File: config.mk
export PLATFORM = sky130hd
export DESIGN_NAME = axistream_unpack
export DESIGN_NICKNAME = d
export VERILOG_FILES = /design/src/rtl/axistream_unpack.sv
export SDC_FILE = /design/constraint.sdc
export NUM_CORES = 1
export LEC_CHECK = 0
export ABC_CLOCK_PERIOD_IN_PS = 4900
export CAP_MARGIN = 20
export CORE_MARGIN = 2
export CORE_UTILIZATION = 60
export CTS_BUF_LIST = sky130_fd_sc_hd__clkbuf_4 sky130_fd_sc_hd__clkbuf_8
export CTS_CLUSTER_DIAMETER = 80
export DETAILED_ROUTE_END_ITERATION = 8
export GPL_TIMING_DRIVEN = 0
export PLACE_DENSITY_LB_ADDON = 0.05
export SKIP_CTS_REPAIR_TIMING = 1
export SLEW_MARGIN = 20
export SYNTH_ARGS = -nofsm -noshare
export SYNTH_HDL_FRONTEND = slang
export SYNTH_SLANG_ARGS = --single-unit
File: constraint.sdc
create_clock -name clk -period 4.9 [get_ports clk]
set_input_delay 0.98 -clock clk [delete_from_list [all_inputs] [get_ports clk]]
set_output_delay 0.98 -clock clk [all_outputs]
set_load 0.02 [all_outputs]
File: src/rtl/axistream_unpack.sv
// Wide-to-narrow AXI-Stream converter: one NUM_PACK-element word in, one element per beat out, element 0 first.
// Optional macro AXISTREAM_UNPACK_WORD_TLAST_EN: tlast on the final element of every word, src_tlast ignored.
module axistream_unpack #(
  parameter int DATA_WIDTH = 8,
  parameter int NUM_PACK   = 4
) (
  input  logic                         clk,
  input  logic                         rst,
  input  logic                         src_tvalid,
  output logic                         src_tready,
  input  logic [NUM_PACK*DATA_WIDTH-1:0] src_tdata,
  input  logic                         src_tlast,
  output logic                         dest_tvalid,
  input  logic                         dest_tready,
  output logic [DATA_WIDTH-1:0]        dest_tdata,
  output logic                         dest_tlast
);

  localparam int CW = (NUM_PACK > 1) ? $clog2(NUM_PACK) : 1;
  localparam int WW = NUM_PACK * DATA_WIDTH;
  localparam logic [CW-1:0] LAST_IDX = CW'(NUM_PACK - 1);

  generate
    if (NUM_PACK < 2) begin : g_bad_num_pack
      $error("axistream_unpack: NUM_PACK must be >= 2");
    end
  endgenerate

  logic [WW-1:0] slot_q [2];
  logic [WW-1:0] slot_d [2];
  logic [1:0]    occ_q, occ_d;
  logic          hd_q, hd_d;
  logic [CW-1:0] cnt_q, cnt_d;
  logic          push, pop, pop_word, tail;

  assign src_tready  = !rst && (occ_q != 2'd2);
  assign dest_tvalid = (occ_q != 2'd0);
  assign push        = src_tvalid && src_tready;
  assign pop         = dest_tvalid && dest_tready;
  assign pop_word    = pop && (cnt_q == LAST_IDX);
  // Tail is the slot after head when one word is buffered, head itself when empty.
  assign tail        = hd_q ^ occ_q[0];

  assign dest_tdata  = slot_q[hd_q][int'(cnt_q)*DATA_WIDTH +: DATA_WIDTH];

  always_comb begin
    slot_d = slot_q;
    occ_d  = occ_q;
    hd_d   = hd_q;
    cnt_d  = cnt_q;
    if (pop) begin
      cnt_d = pop_word ? '0 : cnt_q + 1'b1;
    end
    if (pop_word) begin
      hd_d = ~hd_q;
    end
    if (push) begin
      slot_d[tail] = src_tdata;
    end
    case ({push, pop_word})
      2'b10:   occ_d = occ_q + 2'd1;
      2'b01:   occ_d = occ_q - 2'd1;
      default: occ_d = occ_q;
    endcase
  end

  always_ff @(posedge clk) begin
    if (rst) begin
      slot_q[0] <= '0;
      slot_q[1] <= '0;
      occ_q     <= '0;
      hd_q      <= 1'b0;
      cnt_q     <= '0;
    end else begin
      slot_q[0] <= slot_d[0];
      slot_q[1] <= slot_d[1];
      occ_q     <= occ_d;
      hd_q      <= hd_d;
      cnt_q     <= cnt_d;
    end
  end

`ifdef AXISTREAM_UNPACK_WORD_TLAST_EN
  logic unused_src_tlast;
  assign unused_src_tlast = src_tlast;
  assign dest_tlast       = dest_tvalid && (cnt_q == LAST_IDX);
`else
  logic [1:0] tl_q, tl_d;

  always_comb begin
    tl_d = tl_q;
    if (push) begin
      tl_d[tail] = src_tlast;
    end
  end

  always_ff @(posedge clk) begin
    if (rst) begin
      tl_q <= '0;
    end else begin
      tl_q <= tl_d;
    end
  end

  assign dest_tlast = dest_tvalid && (cnt_q == LAST_IDX) && tl_q[hd_q];
`endif

endmodule

; ---- Word level (Yosys, flattened, before mapping)
; Cells that the tools add are included.
[op_classes]
reduce_logical = 11
n_addsub = 3
n_lt_le_gt_ge = 6
n_mux = 13
n_bitwise = 4
eq_ne = 4
n_shift = 1
div_mod_pow = 0
n_mul = 0
[ops]
columns = operator, n
row1 = $mux W32, 4
row2 = $bwmux W64, 1
row3 = $demux W32 S1, 1
row4 = $shiftx A32 B6 Y8, 1
row5 = $logic_and A1 B1 Y1, 8
row6 = $add A2 B1 Y2 const B, 2
row7 = $eq A2 B2 Y1 const B, 2
row8 = $ge A2 B2 Y1 const B, 2
row9 = $lt A1 B2 Y1 const B, 2
row10 = $not A1 Y2, 2
row11 = $pmux W2 S2, 1
row12 = $reduce_bool A2 Y1, 2
row13 = $mux W1, 3
row14 = $bwmux W2, 1
row15 = $eq A2 B1 Y1 const B, 1
row16 = $lt A2 B1 Y1 const B, 1
row17 = $mux W2, 1
row18 = $ne A2 B2 Y1 const B, 1
row19 = $sub A2 B1 Y2 const B, 1
row20 = $demux W1 S1, 1
row21 = $ge A1 B1 Y1 const B, 1
row22 = $logic_not A1 Y1, 1
row23 = $not A1 Y1, 1
row24 = $xor A1 B1 Y1, 1
[totals]
wordCells = 48
reg_bits = 71
latch_bits = 0
ram_bits = 0
inputBits = 37
romBits = 0
out_inout_bits = 11
memories = 0

; ---- Depth between registers and ports, before layout
; Gate-level depths: netlist of run 1.
[depth]
depth_word = 7
depth_mapped = 9
depth_no_buf = 7

; ---- Least setup slack after synthesis of run 1
; Ideal clock, no wire load.
[synth_timing]
kind = input port to output port
from = input port rst
to = output port src_tready
arrival_time_ps = 1522
n_path_buf = 1
required_time_ps = 3920
cell_stages = 2
slack_ps = 2398
cell_sequence = clkbuf_1 -> a21oi_1
[synth_via]
elab_chain_len = 2
[synth_lines]
columns = item, line_no
row1 = from (decl), 8  ; input logic rst,
row2 = $logic_not A1 Y1, 36  ; assign src_tready = !rst && (occ_q != 2'd2);
row3 = $logic_and A1 B1 Y1, 36
row4 = to (decl), 10  ; output logic src_tready,
; No other way between the ends.

; ---- Worst setup path in the final report of run 1
[layout_timing]
from = register cnt_q[0]
to = output port dest_tdata[6]
[layout_via]
elab_chain_len = 1
[layout_lines]
columns = item, line_no
row1 = from (decl), 33  ; logic [CW-1:0] cnt_q, cnt_d;
row2 = from (signal assigned), 79  ; cnt_q <= cnt_d;
row3 = $shiftx A32 B6 Y8, 44  ; assign dest_tdata = slot_q[hd_q][int'(cnt_q)*DATA_WIDTH +: DATA_WIDTH];
row4 = to (decl), 15  ; output logic [DATA_WIDTH-1:0] dest_tdata,
; No other way between the ends.

==> metrics, run 1 <==
status finished clean; PD cells 305 nW/µm²; worst r2r src occ_q[0]; Worst Hold Class reg -> reg; fraction of layout cells with a size suffix above 1 18.5%; WHS 0.480 ns; synth warn 0; reg2reg path depth 8; routed vias 4487; Ant. Diodes 0; row cnt 31; Worst Setup SP cnt_q[0]; Routed Antenna Nets 0; synthesized cell area 4360 µm²; Overflow after GRT 0; Max Slew Vio Count 0; fmax 0.282 GHz; Worst Setup Start Kind flip-flop; Die X 89.3 µm; number of max-cap violations 0; Die H 89.3 µm; crit path DAT 2.57 ns; Initial Util 61.1%; Peak supply drop 0.220 mV; Total Routed Length 14.2 mm; CTS Root Buffer Type clkbuf_8; Hold Crit Depth 2; post-DP HPWL 9.71 mm; DIE AREA 7970 µm²; Final TNS setup 0 ns; largest area contributor in the netlist dfxtp_1; vias per cell 7.54; syn nets 473; Initial DRC Count 721; FF-to-FF End occ_q[1]; Final GP Congestion 0.867; first-pass detailed-route iteration total 5; sequential-to-total area share from yosys stat 32.6%; number of clock sinks 71; Slew @ Worst Pin 0.770 ns; first-pass GRT wire length 21.7 mm; Worst R2R Setup Slack 2.41 ns; Yosys cell types 30; WL per Instance 23.9 µm; Final nets 530; Synth area leaders dfxtp_1, o221ai_1, a211oi_1; Core ar. 7140 µm²; Top Ports 48; Crit. End Element output port; Crit Path Max Fanout 10; RSZ-0062 raised after global routing false; Final Critical Period 3.55 ns; Post-synth EDFFs 0; Slew HR 48.6%; GRT Total Usage 36.7%; # DRC 0; main flop type after synthesis dfxtp_1; worst hold start slot_q[49]; clock buffer depth 2; Yosys top cell area share 32.6%; Setup CP Type reg -> out; vias in the first global route 4057; Final setup violation count 0; Post-Synthesis Cells 434; Avg Inst Size Synth 10.1 µm²; initial antenna violation count 0; Layout area overhead 18.7%; ys async rst share 0%; clk slew on worst S/H paths 0.08 ns; H-tree depth 3; largest net degree at the start of global routing 12; Leak 1.72 nW; clk_lat worst skew 0.34 ns; Tcrit/Tclk final 72.4%; CTS Buf Count 9; TritonCTS clock tree yes; final hold vios 0; WP data required 3.92 ns; Yosys reg bits 71; clk_skew 0.00757 ns; Hold EP slot_q[49]; port buffer count 46
==> synth_stat cells (3+ instances only) <==
library cell / n
buf_2: 22
nand2_1: 3
mux4_1: 6
buf_4: 5
o221ai_2: 20
mux2i_1: 11
clkbuf_1: 21
mux2_2: 9
buf_1: 3
a211oi_1: 56
nand2b_1: 15
mux4_2: 10
inv_1: 4
a21oi_1: 3
o221ai_1: 92
dfxtp_1: 71
buf_6: 7
nor2_1: 59
==> cell type report <==
type	count	area [µm²]
tap	99	124
inverter	4	15.0
clock inverter	3	65.1
sequential	71	1420
timing repair buffer	46	460
clock buffer	13	166
fill	571	1960
multi-input combinational	301	2610
buffer	58	317
==> worst max-delay path: stages, from the launching register on <==
cell	delay, ns
dfxtp_1	0.36
buf_6	0.18
buf_6	0.19
mux4_1	0.64
mux2_2	0.31
clkdlybuf4s50_1	0.54
==> metrics by stage <==
stage	setup slack [ns]	cell area, µm²	utilization, %	instances	power (mW)
finish	1.35	5180	72.6	595	1.58
global route	1.28	5180	72.6	595	1.63
CTS	1.33	5180	72.6	595	1.56
detailed placement	1.37	4950	69.3	579	1.03
global placement	1.38	4950	69.3	579	1.01
floorplan	2.40	4360	-	434	0.893
==> state kept, by name (all words and copies together) (netlist names) <==
register / count
occ_q: 2
tl_q: 2
cnt_q: 2
slot_q: 64
hd_q: 1
==> where the power goes <==
part           switching (mW)  internal [mW]
sequential             0.0469          0.618
combinational           0.197          0.165
clock                   0.226          0.326
==> layout by cell type (no fill, tap or decap) <==
master and count:
nor2_1 59, inv_1 4, ha_1 2, xor2_1 1, nand2b_1 15, nor2_2 1, clkbuf_4 2, a211oi_1 56
or3_1 2, o211ai_1 1, dfxtp_1 71, o221ai_2 20, clkdlybuf4s50_1 46, a31o_2 1, mux2i_1 11, o221ai_1 92
bufinv_16 2, buf_4 5, and3b_1 1, a21oi_1 3, buf_6 7, buf_1 3, clkinv_2 1, a31oi_4 1
clkbuf_1 21, mux4_1 6, clkbuf_8 11, nand2_1 3, and3_1 2, or3b_1 1, xnor2_1 2, mux4_2 10
mux2_2 9, buf_2 22, o21ai_0 2
==> per-layer routing <==
layer / vias to the layer above / GRT usage [%] / routed length, µm
met4: 0 / 15.1 / 476
met2: 372 / 55.8 / 6460
li1: 1917 / - / -
met1: 2139 / 51.6 / 5690
met5: - / 0 / 0
met3: 59 / 7.11 / 1580
==> logic make-up after synthesis <==
group                    share of synthesized area (%)
multiplexers                                      13.6
adder cells (fa/ha/maj)                          0.573
AND/OR/NAND/NOR                                   8.60
flip-flops                                        32.6
buffers and inverters                             7.60
AO/OA/AOI/OAI                                     36.4
XOR/XNOR                                         0.602
==> how the worst max path moves through the flow <==
stage / endpoint / slack, ns / cells past startpoint
floorplan: src_tready / 2.40 / 2
finish: dest_tdata[6] / 1.35 / 5
global route: dest_tdata[6] / 1.28 / 5
global placement: src_tready / 1.38 / 4
CTS: dest_tdata[6] / 1.33 / 5
detailed placement: src_tready / 1.37 / 4
No activity file was read; power rests on OpenSTA's default activity.
==> run 2: changes to the inputs <==
--- a/config.mk
+++ b/config.mk
@@ -5,10 +5,10 @@
 export SDC_FILE = /design/constraint.sdc
 export NUM_CORES = 1
 export LEC_CHECK = 0
-export ABC_CLOCK_PERIOD_IN_PS = 4900
+export ABC_CLOCK_PERIOD_IN_PS = 3700
 export CAP_MARGIN = 20
 export CORE_MARGIN = 2
-export CORE_UTILIZATION = 60
+export CORE_UTILIZATION = 59
 export CTS_BUF_LIST = sky130_fd_sc_hd__clkbuf_4 sky130_fd_sc_hd__clkbuf_8
 export CTS_CLUSTER_DIAMETER = 80
 export DETAILED_ROUTE_END_ITERATION = 8
==> constraint.sdc (replaced) <==
create_clock -name clk -period 3.7 [get_ports clk]
set_input_delay 0.74 -clock clk [delete_from_list [all_inputs] [get_ports clk]]
set_output_delay 0.74 -clock clk [all_outputs]
set_load 0.02 [all_outputs]
==> metrics, run 2 (synthesis gave the netlist of run 1 again) <==
Worst Hold Class reg -> reg; DIE AREA 8100 µm²; Core ar. 7210 µm²; Crit path top cell by count buf_6; crit path DAT 2.58 ns; Layout area overhead 18.4%; Slew HR 48.9%; H-tree depth 3; WHS 0.476 ns; clock buffer depth 2; most frequent cells in the layout o221ai_1, dfxtp_1, nor2_1; Die H 90.0 µm; Largest register FFs 64; number of max-cap violations 0; port buffer count 46; largest net degree at the start of global routing 13; commonest non-fill, non-tap cell in the layout o221ai_1; Crit Path Max Fanout 10; post-route insts no fill 595; Final GP Congestion 0.907; slowest cell on the critical path mux4_1; WP data required 2.96 ns; Slew @ Worst Pin 0.767 ns; Crit. End Element output port; Leak 1.70 nW; routed vias 4358; Routed Antenna Nets 0; Largest Register slot_q; Finished Cell Area 5160 µm²; Tcrit/Tclk final 89.6%; WL per Instance 23.6 µm; GRT Total Usage 34.8%; Total Routed Length 14.0 mm; Peak supply drop 0.382 mV; Overflow after GRT 0; WP buf/inv 3; Area after DPL 4950 µm²; Worst path max stage delay 0.64 ns; DP Cell Count 579; Ant. Diodes 0; clk_skew 0.00565 ns; Design Power 2.04 mW; Initial Util 60.5%; Final nets 530; Final setup violation count 0; CTS Root Buffer Type clkbuf_8; fraction of layout cells with a size suffix above 1 18.5%; CTS Buf Count 9; # DRC 0; vias in the first global route 4066; Initial DRC Count 555; clk slew on worst S/H paths 0.08 ns; final hold vios 0; Die X 90.0 µm; PD cells 395 nW/µm²; initial antenna violation count 0; first-pass GRT wire length 22.2 mm; post-DP HPWL 9.76 mm; reg2reg path depth 8; clk_lat worst skew 0.36 ns; Worst Setup Start Kind flip-flop; number of clock sinks 71; Worst R2R Setup Slack 1.28 ns; vias per cell 7.32; crit path cell chain buf_6 > buf_6 > mux4_1 > mux2_2 > clkdlybuf4s50_1; row cnt 31; fmax 0.302 GHz; RSZ-0062 raised after global routing false; Crit path depth 5; Setup crit end dest_tdata[6]; TritonCTS clock tree yes; Worst Setup SP cnt_q[0]; Top Family by Delay on Critical Path multiplexers; worst r2r src occ_q[0]; Final TNS setup 0 ns; Setup CP Type reg -> out; Final Critical Period 3.32 ns; first-pass detailed-route iteration total 5; FF-to-FF End occ_q[1]; Top Ports 48; status finished clean; Max Slew Vio Count 0
[run 2: cell count changes in the layout (fill, tap and decap cells not counted), sizes merged]
| cell | delta |
|---|---|
| clkbuf | -1 |
| bufinv | -1 |
| clkinvlp | +3 |
| clkinv | -1 |
[run 2: worst min path at each step]
stage | to | start | slack (ns) | cells past startpoint
finish | slot_q[49] | slot_q[49] | 0.48 | 2
CTS | slot_q[49] | slot_q[49] | 0.48 | 2
global route | tl_q[1] | tl_q[1] | 0.51 | 2
detailed placement | slot_q[49] | slot_q[49] | 0.46 | 2
global placement | slot_q[49] | slot_q[49] | 0.45 | 2
floorplan | slot_q[49] | slot_q[49] | 0.44 | 2
[run 2: routing by layer]
| metal | routed length (µm) | share of wire, % | global-route usage (%) |
|---|---|---|---|
| met4 | 386 | 2.7 | 10.9 |
| met5 | 0 | 0 | 0 |
| met1 | 5660 | 40 | 46.7 |
| met3 | 1410 | 10 | 7.46 |
| met2 | 6600 | 47 | 56.5 |
[run 2: power breakdown]
group	switching, mW	internal (mW)
sequential	0.0623	0.818
combinational	0.256	0.218
clock	0.318	0.367
total	0.637	1.40
[run 2: through the flow]
stage                     util [%]  setup WS [ns]
after floorplan                  -           1.45
after global placement        68.6          0.655
after detailed placement      68.6          0.655
after CTS                     71.6          0.383
after global routing          71.6          0.330
final                         71.6          0.383
[run 2: worst min-delay path: cells and delay by family (launching register included)]
family	cells	cell delay [ns]
flip-flops	1	0.32
AND/OR/NAND/NOR	1	0.06
multiplexers	1	0.06
[run 2: final cells by class]
| type | count | area, µm² |
|---|---|---|
| clock inverters | 4 | 52.6 |
| repair buffers | 46 | 460 |
| fillers | 584 | 2050 |
| clock buffers | 12 | 165 |
| multi-input cells | 301 | 2610 |
| well taps | 99 | 124 |
| flip-flops and latches | 71 | 1420 |
| plain buffers | 58 | 317 |
| inverters | 4 | 15.0 |
==> run 3: changes to the inputs <==
--- a/config.mk
+++ b/config.mk
@@ -13,7 +13,7 @@
 export CTS_CLUSTER_DIAMETER = 80
 export DETAILED_ROUTE_END_ITERATION = 8
 export GPL_TIMING_DRIVEN = 0
-export PLACE_DENSITY_LB_ADDON = 0.05
+export PLACE_DENSITY = 0.83
 export SKIP_CTS_REPAIR_TIMING = 1
 export SLEW_MARGIN = 20
 export SYNTH_ARGS = -nofsm -noshare
==> metrics, run 3 (synthesis gave the netlist of run 1 again) <==
row cnt 31; Worst Setup Start Kind flip-flop; net switching power figure 627 µW; status finished clean; Setup CP Type reg -> out; Tcrit/Tclk final 90.4%; slowest cell on the critical path mux4_1; crit path cell chain buf_6 > buf_6 > mux4_1 > mux2_2 > clkdlybuf4s50_1; clock buffer depth 2; first-pass GRT wire length 22.8 mm; Largest register FFs 64; Crit Path Max Fanout 10; Die H 90.0 µm; fmax 0.299 GHz; worst r2r src occ_q[0]; met2 usage 55.1%; WHS 0.479 ns; Final TNS setup 0 ns; DIE AREA 8100 µm²; DP Cell Count 579; CTS Root Buffer Type clkbuf_8; TritonCTS clock tree yes; Core ar. 7210 µm²; Crit. End Element output port; first-pass detailed-route iteration total 5; WP data required 2.96 ns; Layout area overhead 17.9%; # DRC 0; Final setup violation count 0; Overflow after GRT 0; Combinational Power Share 23.9%; met3 GRT Util 9.14%; commonest non-fill, non-tap cell in the layout o221ai_1; Final GP Congestion 0.938; WL per Instance 24.0 µm; post-route insts no fill 594; most frequent cells in the layout o221ai_1, dfxtp_1, nor2_1; Ant. Diodes 0; number of clock sinks 71; port buffer count 46; Die X 90.0 µm; Final nets 530; Routed Antenna Nets 0; vias per cell 7.50; met1 GRT Util 46.8%; Hold EP tl_q[0]; Worst R2R Setup Slack 1.28 ns; Top Ports 48; Hold Crit Depth 2; fraction of layout cells with a size suffix above 1 18.4%; pre-CTS WS 0.672 ns; crit path DAT 2.60 ns; Largest Register slot_q; Final Critical Period 3.34 ns; H-tree depth 3; Worst path max stage delay 0.65 ns; Slew HR 47.4%; sw frac 31.3%; global route hottest layer met2; Leak 1.70 nW; routed vias 4455; number of max-cap violations 0; vias in the first global route 4263; Initial Util 60.5%; power share of the clock group 32.2%; Final WS setup 0.357 ns; RSZ-0062 raised after global routing false; Peak supply drop 0.353 mV; post-DP HPWL 9.78 mm; final hold vios 0; Initial DRC Count 774; PD cells 390 nW/µm²; FF-to-FF End occ_q[1]; clk slew on worst S/H paths 0.08 ns; clk_skew 0.00988 ns; Total Routed Length 14.3 mm; reg2reg path depth 8; clk_lat worst skew 0.36 ns; largest net degree at the start of global routing 12; GRT Total Usage 35.7%; Worst Hold Class reg -> reg; initial antenna violation count 0; internal power 1.38 mW; Seq pwr share 43.9%; Max Slew Vio Count 0; CTS Buf Count 9; Slew @ Worst Pin 0.788 ns; Crit path top cell by count buf_6; worst hold start tl_q[0]
-- run 3: cell count changes in the layout (fill, tap and decap cells not counted) --
cell        previous run  this run
clkinvlp_4             3         0
clkbuf_8              12        11
clkinv_2               0         3
-- run 3: power groups by stage --
stage	Sequential, mW	Combinational, mW	Clock (mW)
after floorplan	0.875	0.308	0
after global placement	0.890	0.452	0
after detailed placement	0.895	0.467	0
after CTS	0.877	0.469	0.642
after global routing	0.886	0.508	0.672
final	0.881	0.479	0.645
-- run 3: how the worst max path moves through the flow --
| stage | cells after the start | endpoint | slack, ns | from |
|---|---|---|---|---|
| final | 5 | dest_tdata[6] | 0.36 | cnt_q[0] |
| after global routing | 5 | dest_tdata[6] | 0.28 | cnt_q[0] |
| after CTS | 5 | dest_tdata[6] | 0.34 | cnt_q[0] |
| after detailed placement | 4 | src_tready | 0.67 | rst |
| after global placement | 4 | src_tready | 0.66 | rst |
| after floorplan | 7 | occ_q[1] | 1.45 | src_tvalid |
-- run 3: routing by layer --
| layer | part of all wire [%] | vias to the layer above |
|---|---|---|
| met4 | 4.8 | 0 |
| met1 | 40 | 2143 |
| met3 | 10 | 68 |
| met2 | 45 | 331 |
| li1 | - | 1913 |
| met5 | 0 | - |
-- run 3: metrics by stage --
step | instance area, µm² | util, % | total power [mW]
6_report | 5140 | 71.3 | 2.00
5_1_grt | 5140 | 71.3 | 2.07
4_1_cts | 5140 | 71.3 | 1.99
3_5_place_dp | 4950 | 68.6 | 1.36
3_3_place_gp | 4950 | 68.6 | 1.34
2_1_floorplan | 4360 | - | 1.18
-- run 3: cell type report --
type / instances / area, µm²
multi-input cells: 301 / 2610
fillers: 562 / 2070
flip-flops and latches: 71 / 1420
repair buffers: 46 / 460
plain buffers: 58 / 317
clock buffers: 11 / 151
well taps: 99 / 124
clock inverters: 4 / 45.0
inverters: 4 / 15.0
-- run 3: worst max-delay path, delay by kind of cell (launching register included) --
kind	cells	cell delay (ns)
DFF	1	0.36
muxes	2	0.96
buffers and inverters	3	0.92
